<file path="src/rtl/ram_seq_ctrl.sv">
// Host-to-RAM sequencer: zero-fills the array after reset, then runs single-word read/write requests.
// Latency accept->ack is WR_CYCLES (write) or RD_CYCLES (read); requests are only taken while idle (busy=0).
module ram_seq_ctrl #(
  parameter int AW        = 2,
  parameter int DW        = 4,
  parameter int WR_CYCLES = 1,
  parameter int RD_CYCLES = 2
) (
  input  logic                  clk,
  input  logic                  clear,
  input  logic                  req,
  input  logic                  we,
  input  logic [AW-1:0]         addr,
  input  logic [DW-1:0]         wdata,
  output logic                  busy,
  output logic                  ack,
  output logic [DW-1:0]         rdata,
  output logic                  mem_rw,
  output logic [(2**AW)-1:0]    mem_end,
  output logic [DW-1:0]         mem_inp,
  input  logic [DW-1:0]         mem_y
);

  localparam int DEPTH = 2**AW;
  localparam int CMAX  = (WR_CYCLES > RD_CYCLES) ? WR_CYCLES : RD_CYCLES;
  localparam int CW    = (CMAX > 1) ? $clog2(CMAX) : 1;

  localparam logic [CW-1:0]    WR_LAST  = CW'(WR_CYCLES - 1);
  localparam logic [CW-1:0]    RD_LAST  = CW'(RD_CYCLES - 1);
  localparam logic [AW-1:0]    IDX_LAST = AW'(DEPTH - 1);
  localparam logic [DEPTH-1:0] ONE      = DEPTH'(1);

  typedef enum logic [2:0] {
    S_INIT,
    S_IDLE,
    S_WRITE,
    S_READ,
    S_DONE
  } state_t;

  state_t           state_q, state_d;
  logic [AW-1:0]    idx_q, idx_d;
  logic [CW-1:0]    cnt_q, cnt_d;
  logic             busy_q, busy_d;
  logic             ack_q, ack_d;
  logic [DW-1:0]    rdata_q, rdata_d;
  logic             mem_rw_q, mem_rw_d;
  logic [DEPTH-1:0] mem_end_q, mem_end_d;
  logic [DW-1:0]    mem_inp_q, mem_inp_d;

  always_ff @(posedge clk) begin
    if (!clear) begin
      state_q   <= S_INIT;
      idx_q     <= '0;
      cnt_q     <= '0;
      busy_q    <= 1'b1;
      ack_q     <= 1'b0;
      rdata_q   <= '0;
      mem_rw_q  <= 1'b0;
      mem_end_q <= '0;
      mem_inp_q <= '0;
    end else begin
      state_q   <= state_d;
      idx_q     <= idx_d;
      cnt_q     <= cnt_d;
      busy_q    <= busy_d;
      ack_q     <= ack_d;
      rdata_q   <= rdata_d;
      mem_rw_q  <= mem_rw_d;
      mem_end_q <= mem_end_d;
      mem_inp_q <= mem_inp_d;
    end
  end

  always_comb begin
    state_d   = state_q;
    idx_d     = idx_q;
    cnt_d     = cnt_q;
    ack_d     = 1'b0;
    rdata_d   = rdata_q;
    mem_rw_d  = mem_rw_q;
    mem_end_d = mem_end_q;
    mem_inp_d = mem_inp_q;

    case (state_q)
      S_INIT: begin
        // An all-zero strobe means the sweep has not started since reset.
        if (mem_end_q == '0) begin
          mem_end_d = ONE << idx_q;
          mem_rw_d  = 1'b1;
          mem_inp_d = '0;
          cnt_d     = '0;
        end else if (cnt_q != WR_LAST) begin
          cnt_d = cnt_q + 1'b1;
        end else if (idx_q != IDX_LAST) begin
          idx_d     = idx_q + 1'b1;
          cnt_d     = '0;
          mem_end_d = ONE << idx_d;
        end else begin
          state_d   = S_IDLE;
          idx_d     = '0;
          cnt_d     = '0;
          mem_rw_d  = 1'b0;
          mem_end_d = '0;
          mem_inp_d = '0;
        end
      end

      S_IDLE: begin
        mem_rw_d  = 1'b0;
        mem_end_d = '0;
        mem_inp_d = '0;
        if (req) begin
          cnt_d     = '0;
          mem_end_d = ONE << addr;
          if (we) begin
            state_d   = S_WRITE;
            mem_rw_d  = 1'b1;
            mem_inp_d = wdata;
          end else begin
            state_d = S_READ;
          end
        end
      end

      S_WRITE: begin
        if (cnt_q == WR_LAST) begin
          state_d   = S_DONE;
          ack_d     = 1'b1;
          mem_rw_d  = 1'b0;
          mem_end_d = '0;
          mem_inp_d = '0;
        end else begin
          cnt_d = cnt_q + 1'b1;
        end
      end

      S_READ: begin
        // mem_y is sampled on the last edge the word enable is still asserted.
        if (cnt_q == RD_LAST) begin
          state_d   = S_DONE;
          ack_d     = 1'b1;
          rdata_d   = mem_y;
          mem_end_d = '0;
        end else begin
          cnt_d = cnt_q + 1'b1;
        end
      end

      S_DONE: begin
        state_d = S_IDLE;
      end

      default: begin
        state_d = S_INIT;
      end
    endcase

    busy_d = (state_d != S_IDLE);
  end

  assign busy    = busy_q;
  assign ack     = ack_q;
  assign rdata   = rdata_q;
  assign mem_rw  = mem_rw_q;
  assign mem_end = mem_end_q;
  assign mem_inp = mem_inp_q;

endmodule

</file>
<file path="config.mk">
export PLATFORM = sky130hd
export DESIGN_NAME = ram_seq_ctrl
export DESIGN_NICKNAME = d
export VERILOG_FILES = /design/src/rtl/ram_seq_ctrl.sv
export SDC_FILE = /design/constraint.sdc
export NUM_CORES = 1
export LEC_CHECK = 0
export CORE_ASPECT_RATIO = 1.25
export CORE_UTILIZATION = 50
export CTS_BUF_LIST = sky130_fd_sc_hd__clkbuf_8
export DETAILED_ROUTE_END_ITERATION = 16
export MAX_ROUTING_LAYER = met4
export PLACE_DENSITY = 0.9
export SETUP_SLACK_MARGIN = 0.1
export SYNTH_ARGS = -nofsm -noshare
export SYNTH_HDL_FRONTEND = slang
export SYNTH_SLANG_ARGS = --single-unit
export TNS_END_PERCENT = 50
</file>
<file path="constraint.sdc">
create_clock -name clk -period 2.87 [get_ports clk]
set_clock_uncertainty 0.2 [all_clocks]
set_input_delay 0.861 -clock clk [delete_from_list [all_inputs] [get_ports clk]]
set_output_delay 0.861 -clock clk [all_outputs]
set_load 0.02 [all_outputs]
</file>
=== After elaboration in Yosys (flattened, before gate mapping) ===
Index checks and enable logic that the tools add are counted.

* $add $sub $neg: 2
* Equality and inequality tests: 11
* Shifts and indexed selects: 3
* Mux-type cells: 37
* Bitwise gates (word level): 2
* Reductions and logical operators: 9

{| class="wikitable"
|+ Operators with widths
! cell !! count
|-
| two-way mux 4 bit || 11
|-
| two-way mux 3 bit || 6
|-
| one-hot mux 4 bit (4 select lines) || 1
|-
| one-hot mux 3 bit (5 select lines) || 1
|-
| two-way mux 1 bit || 13
|-
| one-hot mux 4 bit (3 select lines) || 1
|-
| left shift 1 x 2 -> 4 bit (first input constant) || 3
|-
| != test 2 bit (second input constant) || 4
|-
| AND reduction 4 bit || 2
|-
| == test 3 x 2 -> 1 bit (second input constant) || 2
|-
| != test 3 bit (second input constant) || 2
|-
| zero test 4 bit || 1
|-
| one-hot mux 1 bit (4 select lines) || 1
|-
| AND reduction 2 bit || 2
|-
| nonzero test 4 bit || 1
|-
| == test 3 x 1 -> 1 bit (second input constant) || 1
|-
| == test 3 bit (second input constant) || 1
|-
| zero test 3 bit || 1
|-
| != test 3 x 1 -> 1 bit (second input constant) || 1
|-
| one-hot mux 1 bit (3 select lines) || 1
|-
| AND reduction 3 bit || 1
|-
| nonzero test 3 bit || 1
|-
| adder 2 x 1 -> 2 bit (second input constant) || 1
|-
| two-way mux 2 bit || 1
|-
| other kinds (3) || 4
|}

* Flip-flop bits (word level): 21
* Input port bits: 14
* Output and inout port bits: 15
* Word-level logic and storage cells: 73

=== Depth between registers and ports, before layout ===
Gate-level depths: netlist of run 1.

* Depth in word-level cells: 6
* Mapped depth: 5
* Depth with buffers taken out: 5

=== Worst setup path after synthesis of run 1 ===
OpenSTA, ideal clock, no wires.

* Path type: input to register
* Start point: in req
* End point: reg busy_q, in the netlist busy
* Library setup time: 0.134 ns
* Arrival: 1.555 ns
* Data required time: 2.536 ns
* Setup slack: 0.981 ns
* Stages on the path: 2
* Path buffers: 0
* Path through: and4bb_2 -> or4b_1

* Cells in the longest elaborated chain, start to end: 3

{| class="wikitable"
|+ Ends and longest elaborated chain
! element !! line !! RTL
|-
| from (decl) || 11 || <nowiki>input logic req,</nowiki>
|-
| two-way mux 3 bit || 113 || <nowiki>if (req) begin</nowiki>
|-
| one-hot mux 3 bit (5 select lines) || 85 || <nowiki>case (state_q)</nowiki>
|-
| != test 3 x 1 -> 1 bit || 159 || <nowiki>busy_d = (state_d != S_IDLE);</nowiki>
|-
| to (signal assigned) || 66 || <nowiki>busy_q <= busy_d;</nowiki>
|-
| to (decl) || 44 || <nowiki>logic busy_q, busy_d;</nowiki>
|}

No other way between the ends.
A chain may end at the register's enable or synchronous reset.

=== Final worst setup path of run 1 ===
* Start point: reg mem_end_q[0], in the netlist mem_end[0]
* End point: out mem_end[0]

{| class="wikitable"
|+ RTL lines
! element !! line !! RTL
|-
| from (decl) || 48 || <nowiki>logic [DEPTH-1:0] mem_end_q, mem_end_d;</nowiki>
|-
| from (signal assigned) || 70 || <nowiki>mem_end_q <= mem_end_d;</nowiki>
|-
| to (decl) || 19 || <nowiki>output logic [(2**AW)-1:0] mem_end,</nowiki>
|}

No word-level cell between the ends.

==> impl_results.md, run 1 <==
- Status: finished, violations left
- Violated checks: design-rule violations
- Worst-path clk slew: 0.07 ns
- Post-CTS setup buffers: 0
- CP Launch Point: mem_end[0]$_SDFFE_PN0P_
- Critical path's largest stage delay: ~0.63 ns
- Seq/Total Area, Yosys: 39.3%
- Routability cong.: roughly 0.8
- Worst setup margin: ~0.52 ns
- Routed WL: 2350 microns
- CTS Buf Count: 3
- Crit share post-route: 81.8%
- Die H: 53.7 microns
- Hold Fails Final Rpt: 0
- Hold path start: mem_rw$_SDFFE_PN0P_
- Die area: between 2000 and 2500 sq um
- Via count: between 900 and 1000
- Die W: approximately 43 microns
- Cell variety after synth: 38
- Post-CTS Hold Fix Bufs: 0
- Max-slew violations: 0
- Cell Area, Synth: between 1000 and 1500 sq um
- Fmax: 0.426 GHz
- Crit-path slowest cell: clkdlybuf4s50_1
- H-tree depth: 1
- Worst Max-Slew Pin Slew: ~0.76 ns
- Drt pass-1 iters: 10
- Endpoints failing setup: 0
- Peak supply drop: between 0.0005 and 0.0006 V
- Setup_tns: 0 ns
- PortBufs: 28
- Share of layout cells above drive strength 1: under 10%
- Drt initial violations: 38
- Layout Nets: 160
- CTS resizes: 0
- Hold Path Class: reg -> reg
- Vias per cell: a little under 6
- Row Count: 18
- PwrDens: slightly below 700 nW/um^2
- Core Region: approximately 2000 sq um
- Synth Instances: ~110
- First-pass GRT wire length: approximately 3700 microns
- Worst rel slew slack: around half
- Critical path arrival: 1.29 ns
- TritonCTS Sinks: 21
- Synthesized area per cell: between 9 and 10 sq um
- Power, Total: 0.941 mW
- RSZ-0062 raised after global routing: false
- Routed WL per cell: around 15 microns
- Critical Path, Cell by Cell: clkdlybuf4s50_1
- I/O pin count: 29
- Setup crit start kind: flop
- N_diodes: 0
- Clk buf depth: 2
- CP Class: reg -> out
- Remaining DRCs: 4
- Overall Global Routing Usage: around 22%
- Vias in the first global route: approximately 850
- Largest net degree at the start of global routing: 16
- Root Driver: clkbuf_8
- Max_cap viols: 0
- Buffers & Inverters on Critical Path: 1
- CP top delay family: buffers and inverters
- Leakage: around 0.55 nW
- P&R area growth vs syn: 30.3%
- R2R Path Start: state_q[1]$_SDFF_PN0_
- Remaining antenna violation count after routing: 0
- DP HPWL: approximately 1800 microns
- Worst-Skew Late Latency: about 0.25 ns
- Tmin final: 2.35 ns
- Grt ovf: 0
- Initial antenna violation count: 0
- FF+latch count, synth: 21
- CTS tree: yes
- Pre-CTS WS: 0.433 ns
- Crit Path Max Fanout: 4
- Yosys warns: 0
- Worst Setup End Kind: output port
- Starting Density: 53.4%
- Syn_nets: around 130
- Worst EP required: between 1.5 and 2 ns
area by class of cell:
type | instances | area, sq um
inverter | 6 | 22.5
tap | 20 | 25.0
fill | 149 | 611
timing repair buffer | 29 | 288
clock inverter | 1 | 3.75
multi-input combinational | 81 | 593
sequential | 21 | 420
clock buffer | 3 | 41.3
routing by layer:
| layer | routed length, microns | track usage (%) |
|---|---|---|
| met5 | 0 | - |
| met4 | 17 | 9.38 |
| met3 | 130 | 3.36 |
| met2 | 1200 | 40.4 |
| met1 | 997 | 23.8 |
layout by cell type, fill, tap and decap left out, types with 2 or more instances in the layout:
| master | synthesis | layout |
|---|---|---|
| a32o_1 | 4 | 4 |
| nor2b_1 | 5 | 5 |
| nor3_1 | 2 | 2 |
| mux2_2 | 3 | 3 |
| ha_1 | 4 | 4 |
| o21ai_0 | 9 | 9 |
| mux2i_1 | 6 | 6 |
| nor2_1 | 10 | 10 |
| dfxtp_1 | 21 | 21 |
| nand3b_1 | 3 | 3 |
| nand3_1 | 2 | 2 |
| a31oi_1 | 3 | 3 |
| a221oi_1 | 2 | 2 |
| clkbuf_8 | 0 | 3 |
| nand2_1 | 4 | 4 |
| a21oi_1 | 4 | 4 |
| inv_1 | 6 | 7 |
| clkdlybuf4s50_1 | 0 | 28 |
| nor3b_1 | 2 | 2 |
cells by family after synthesis:
logic type	count (synthesis)	share of synthesized area [%]
fa+ha+maj	4	4.68
buf+inv	12	5.26
simple gates	36	19.5
flops	21	39.3
mux	9	8.77
xor+xnor	2	1.64
compound gates	30	20.8
metrics by stage:
stage	hold WS (ns)	utilization [%]	cells	cell area, sq um
2_1_floorplan	0.278	-	114	1070
5_1_grt	0.295	69.5	161	1390
4_1_cts	0.288	69.5	161	1390
6_report	0.283	69.5	161	1390
3_5_place_dp	0.276	67.3	157	1350
3_3_place_gp	0.261	67.3	157	1350
path summary, 6_finish.rpt:
path / to / slack (ns) / cells after the start
setup / recovery: mem_end[0] / 0.52 / 1
hold / removal: mem_rw$_SDFFE_PN0P_ / 0.28 / 2
setup reg to reg: busy$_SDFF_PN1_ / 0.84 / 4
hold reg to reg: mem_rw$_SDFFE_PN0P_ / 0.28 / 2
cell usage after synthesis (all sizes together):
master / number / area, sq um
o21a: 1 / 7.51
or4: 1 / 11.3
a221oi: 3 / 43.8
inv: 6 / 22.5
nor2: 10 / 37.5
and3b: 1 / 8.76
nand3b: 3 / 22.5
mux2: 3 / 33.8
mux2i: 6 / 60.1
nor3b: 2 / 15.0
ha: 4 / 50.1
o21ba: 1 / 10.0
nand3: 2 / 10.0
o22ai: 1 / 6.26
nor4: 1 / 6.26
o221a: 1 / 11.3
xor2: 1 / 8.76
nand4: 1 / 6.26
nor3: 2 / 10.0
and3: 1 / 6.26
a32o: 4 / 40.0
or4b: 1 / 10.0
nand2: 4 / 15.0
dfxtp: 21 / 420
xnor2: 1 / 8.76
a31oi: 3 / 18.8
and4bb: 1 / 12.5
buf: 4 / 26.3
a21oi: 4 / 20.0
o211ai: 1 / 7.51
or3: 1 / 6.26
clkbuf: 2 / 7.51
nor2b: 5 / 31.3
o21ai: 10 / 50.0
o21bai: 1 / 7.51
power breakdown:
group	internal, mW	switching [mW]	leakage [nW]
sequential	0.330	0.0382	0.170
combinational	0.192	0.196	0.353
clock	0.0951	0.0894	0.0269
registers in the layout, indices dropped and copies added, names as in the netlist:
| signal | flops |
|---|---|
| busy | 1 |
| idx_q | 2 |
| mem_end | 4 |
| mem_inp | 4 |
| cnt_q | 1 |
| state_q | 3 |
| ack | 1 |
| rdata | 4 |
| mem_rw | 1 |
Power figures use the tool's default switching activity.
==> run 2, diff against run 1 <==
- CORE_UTILIZATION: 50 -> 44
- PLACE_DENSITY: 0.9 -> 0.85
- clock period: 2.87 -> 2 ns (I/O delays scaled with it)
==> run 2 against run 1 <==
The flow now finishes without violations. Worst setup slack worse by 0.38 ns. Combinational power up 59%. Die area up 13%. Clock-buffer cell count unchanged. Via count up 6.3%. Power up 51%. Critical path type is now reg -> reg. Highest routed layer unchanged.
==> impl_results.md, run 2 (synthesis results as in run 1) <==
- Status: finished clean
- P&R area growth vs syn: 37.9%
- Critical path's largest stage delay: about 0.57 ns
- RSZ-0062 raised after global routing: true
- Critical Path, Cell by Cell: or4_4 > buf_4 > mux2_2 > o21ai_0 > a31oi_1
- Tmin final: between 1.5 and 2 ns
- Hold Fails Final Rpt: 0
- Most frequent cells in the layout: dfxtp_1 (19), dlygate4sd2_1 (15), clkdlybuf4s50_1 (11), buf_4 (11), nor2_1 (9)
- Worst rel slew slack: 67.5%
- Crit share post-route: 92.9%
- Fmax: 0.538 GHz
- Crit-path slowest cell: or4_4
- Power, Total: between 1 and 1.5 mW
- PortBufs: 28
- Non-filler cells, final: approximately 180
- Die W: about 46 microns
- Overall Global Routing Usage: 21.2%
- CTS Buf Count: 3
- I/O pin count: 29
- Remaining antenna violation count after routing: 0
- Most common library cell in the layout ignoring fill and taps: dfxtp_1
- Endpoints failing setup: 0
- Starting Density: between 40% and 50%
- N_diodes: 0
- TritonCTS Sinks: 21
- Largest net degree at the start of global routing: 15
- Worst-path clk slew: roughly 0.080 ns
- PwrDens: ~960 nW/um^2
- Post-CTS Hold Fix Bufs: 0
- Worst Max-Slew Pin Slew: about 0.49 ns
- Layout Nets: 170
- Hold Path Class: reg -> reg
- Critical path arrival: 1.79 ns
- Routability cong.: 0.902
- Die area: about 2600 sq um
- Setup_tns: 0 ns
- Max-slew violations: 0
- First-pass GRT wire length: 4000 microns
- Core Region: 2260 sq um
- Setup crit start kind: flop
- R2R Path Start: mem_end[2]$_SDFFE_PN0P_
- Routed WL: about 2400 microns
- CTS tree: yes
- Max_cap viols: 0
- Worst-Skew Late Latency: ~0.26 ns
- Worst EP required: about 1.9 ns
- Drt initial violations: 31
- Vias in the first global route: ~950
- Hold path start: mem_rw$_SDFFE_PN0P_
- CP Launch Point: mem_end[2]$_SDFFE_PN0P_
- Placed instance count: roughly 180
- Root Driver: clkbuf_8
- Grt ovf: 0
- Drt pass-1 iters: 4
- Die H: roughly 57 microns
- Clk buf depth: 2
- Routed WL per cell: 12.9 microns
- DP HPWL: about 1800 microns
- Leakage: between 0.6 and 0.7 nW
- CP Class: reg -> reg
- Vias per cell: between 5 and 6
- H-tree depth: 1
- Crit Path Max Fanout: 4
- Peak supply drop: between 0.0007 and 0.0008 V
- Remaining DRCs: 0
- Via count: around 1000
- Initial antenna violation count: 0
- Worst Setup End Kind: flop
- Share of layout cells above drive strength 1: 17.2%
- Row Count: 19
-- run 2: cell types whose count changed in the layout (fill, tap and decap cells not counted), moves of 2 or more --
| cell | delta |
|---|---|
| dfxtp_2 | +2 |
| clkdlybuf4s50_1 | -17 |
| dfxtp_1 | -2 |
| buf_4 | +10 |
| dlygate4sd2_1 | +15 |
| dlymetal6s2s_1 | +2 |
-- run 2: what timing repair did --
action | CTS | global route
endpoints found under the setup margin | 15 | 5
gates resized for setup | 15 | 6
setup buffers | 0 | 3
pin swaps | 0 | 4
-- run 2: path summary, 6_finish.rpt --
kind                              to  slack (ns)  cells after the start
max          mem_end[3]$_SDFFE_PN0P_        0.14                      5
min              mem_rw$_SDFFE_PN0P_        0.28                      2
max reg2reg  mem_end[3]$_SDFFE_PN0P_        0.14                      5
min reg2reg      mem_rw$_SDFFE_PN0P_        0.28                      2
-- run 2: final cells by class --
class                   instances  area (sq um)
fillers                       193           783
clock inverters                 1          5.00
flip-flops and latches         21           423
repair buffers                 39           349
well taps                      31          38.8
clock buffers                   3          41.3
multi-input cells              81           596
inverters                       6          22.5
-- run 2: metrics by stage --
step | util (%) | hold WS, ns | instance area (sq um) | setup WS, ns
floorplan | - | 0.278 | 1070 | 0.214
global placement | 62.7 | 0.265 | 1420 | -0.135
detailed placement | 62.7 | 0.279 | 1420 | -0.171
CTS | 63.9 | 0.288 | 1440 | 0.114
global route | 65.3 | 0.318 | 1480 | 0.0575
finish | 65.3 | 0.284 | 1480 | 0.142
-- run 2: power by group --
| group | switching [mW] | total (mW) | internal (mW) | leakage (nW) |
|---|---|---|---|---|
| logic | 0.298 | 0.616 | 0.317 | 0.484 |
| registers | 0.0475 | 0.524 | 0.477 | 0.171 |
| clock network | 0.139 | 0.278 | 0.139 | 0.0255 |
| total | 0.485 | 1.42 | 0.933 | 0.680 |
-- run 2: metal layers --
layer / vias up / share of wire [%] / global-route usage [%]
met5: - / 0 / -
met4: 0 / 1.7 / 8.82
met3: 5 / 6.5 / 4.11
met2: 39 / 54 / 36.6
met1: 484 / 38 / 22.6
li1: 491 / - / -
-- run 2: worst max-delay path: cells and delay by family, from the launching register on --
kind / cells / cell delay (ns)
and+or+nand+nor: 1 / 0.57
DFF: 1 / 0.33
muxes: 1 / 0.25
AOI/OAI and AO/OA: 2 / 0.21
buffers and inverters: 1 / 0.16
==> run 3, diff against run 2 <==
- clock period: 2 -> 1.6 ns (I/O delays scaled with it)
==> run 3 against run 2 <==
The run now ends with negative setup slack left. Clock-buffer cell count is the same. Global-route usage grew 4.0 points. Register-to-register slack lost 0.39 ns. Fmax grew 0.44%. Design area grew 12%. Worst setup slack lost 0.39 ns. Largest power group unchanged. Highest routed layer unchanged.
==> impl_results.md, run 3 (synthesis results as in run 1) <==
- Pre-CTS WS: -0.427 ns
- Power, Total: around 2.1 mW
- Worst rel slew slack: around 72%
- Die W: about 46 microns
- Buffers & Inverters on Critical Path: 1
- Dpl cell area: approximately 1600 sq um
- Crit Path Max Fanout: 5
- Sequential Power Share: between 30% and 40%
- FF-to-FF End: mem_end[1]$_SDFFE_PN0P_
- TritonCTS Sinks: 21
- Hold path start: mem_rw$_SDFFE_PN0P_
- RSZ-0062 raised after global routing: true
- Critical path arrival: about 1.8 ns
- Fin util: 72.9%
- Vias per cell: 5.69
- Starting Density: 47.4%
- Hold path endpoint: mem_rw$_SDFFE_PN0P_
- Psw: around 0.73 mW
- CP Class: reg -> reg
- Critical path's largest stage delay: about 0.58 ns
- Status: finished, violations left
- Routed WL per cell: 15.3 microns
- Tmin final: approximately 1.8 ns
- Crit-path slowest cell: or4_4
- Critical Path, Cell by Cell: or4_4 > a221oi_4 > buf_4 > o21ai_1 > a31oi_1
- Via count: 1137
- Internal power: between 1 and 1.5 mW
- Max-slew violations: 0
- Overall Global Routing Usage: about 25%
- Most frequent cells in the layout: buf_4 (27), dfxtp_1 (17), buf_2 (13), clkdlybuf4s50_1 (11)
- Routed WL: slightly above 3000 microns
- Worst Max-Slew Pin Slew: approximately 0.42 ns
- DP HPWL: between 2000 and 2500 microns
- Worst r2r path cells: 5
- Reg2Reg Setup Slack: -0.25 ns
- Die area: ~2600 sq um
- Remaining DRCs: 0
- Vias in the first global route: ~1100
- Switching share of power: between 30% and 40%
- Worst Setup End Kind: flop
- R2R Path Start: mem_end[1]$_SDFFE_PN0P_
- Hold Fails Final Rpt: 0
- Fillers: 176
- Root Driver: clkbuf_8
- Worst-path clk slew: ~0.080 ns
- CP Launch Point: mem_end[1]$_SDFFE_PN0P_
- Leakage: roughly 0.76 nW
- Layout Nets: approximately 190
- Hold Path Class: reg -> reg
- Drt initial violations: 28
- Hold path cells: 2
- Drt pass-1 iters: 4
- Most common library cell in the layout ignoring fill and taps: buf_4
- N_diodes: 0
- Max_cap viols: 0
- Crit share post-route: 116%
- Row Count: 19
- P&R area growth vs syn: 53.8%
- Worst EP required: approximately 1.6 ns
- CTS Buf Count: 3
- Fin area: 1650 sq um
- First-pass GRT wire length: ~4800 microns
- Peak supply drop: roughly 0.00077 V
- Setup crit start kind: flop
- CTS tree: yes
- Setup_tns: -2.50 ns
- Initial antenna violation count: 0
- Core Region: about 2300 sq um
- Worst-Skew Late Latency: between 0.2 and 0.3 ns
- Fmax: 0.541 GHz
- Routability cong.: 0.885
- PortBufs: 28
- CP top delay family: simple AND/OR/NAND/NOR gates
- Largest net degree at the start of global routing: 12
- Combinational Power Share: 52.4%
- I/O pin count: 29
- Remaining antenna violation count after routing: 0
- Worst setup margin: -0.250 ns
- PwrDens: between 1000 and 1500 nW/um^2
- Die H: about 57 microns
- Violated checks: negative setup slack
- Share of layout cells above drive strength 1: around two fifths
- Clk buf depth: 2
- H-tree depth: 1
- Endpoints failing setup: 17
- Grt ovf: 0
- Clock power frac: 16.5%
==> run 3: metal layers <==
metal / global-route usage, % / wire, microns
met2: 46.3 / 1630
met4: 10.1 / 123
met5: - / 0
met3: 2.85 / 140
met1: 25.4 / 1170
==> run 3: worst reg2reg max path, stage by stage, from the launching register on <==
cell      delay, ns
dfxtp_2        0.32
or4_4          0.58
a221oi_4       0.31
buf_4          0.18
o21ai_1        0.05
a31oi_1        0.13
==> run 3: worst max path at each step <==
| stage | end | slack (ns) | depth (start not counted) |
|---|---|---|---|
| 2_1_floorplan | mem_end[2]$_SDFFE_PN0P_ | -0.17 | 4 |
| 3_3_place_gp | busy$_SDFF_PN1_ | -0.40 | 3 |
| 3_5_place_dp | busy$_SDFF_PN1_ | -0.43 | 5 |
| 4_1_cts | mem_end[1]$_SDFFE_PN0P_ | -0.21 | 5 |
| 5_1_grt | mem_end[3]$_SDFFE_PN0P_ | -0.29 | 5 |
| 6_report | mem_end[1]$_SDFFE_PN0P_ | -0.25 | 5 |
==> run 3: power groups by stage <==
stage	logic, mW	clock network (mW)	registers (mW)
floorplan	0.444	0	0.721
global route	1.18	0.369	0.660
finish	1.09	0.346	0.649
detailed placement	0.906	0	0.653
global placement	0.872	0	0.646
CTS	0.923	0.344	0.647
==> run 3: through the flow <==
| step | hold WS (ns) | std cells |
|---|---|---|
| after floorplan | 0.278 | 114 |
| after global placement | 0.261 | 192 |
| after detailed placement | 0.266 | 192 |
| after CTS | 0.277 | 198 |
| after global routing | 0.300 | 200 |
| final | 0.269 | 200 |
==> run 3: final cells by class <==
type	count	area (sq um)	share of cell area, %
Clock buffer	3	41.3	2.51
Clock inverter	1	3.75	0.228
Inverter	6	22.5	1.37
Multi-Input combinational cell	81	663	40.3
Sequential cell	21	428	26.0
Tap cell	31	38.8	2.36
Timing Repair Buffer	57	448	27.2
==> run 3: repair_timing <==
item | 4_1_cts | 5_1_grt
hold buffers | 0 | 0
pin swaps | 3 | 3
resized for setup | 67 | 16
setup buffers | 2 | 2
setup endpoints to repair | 36 | 24
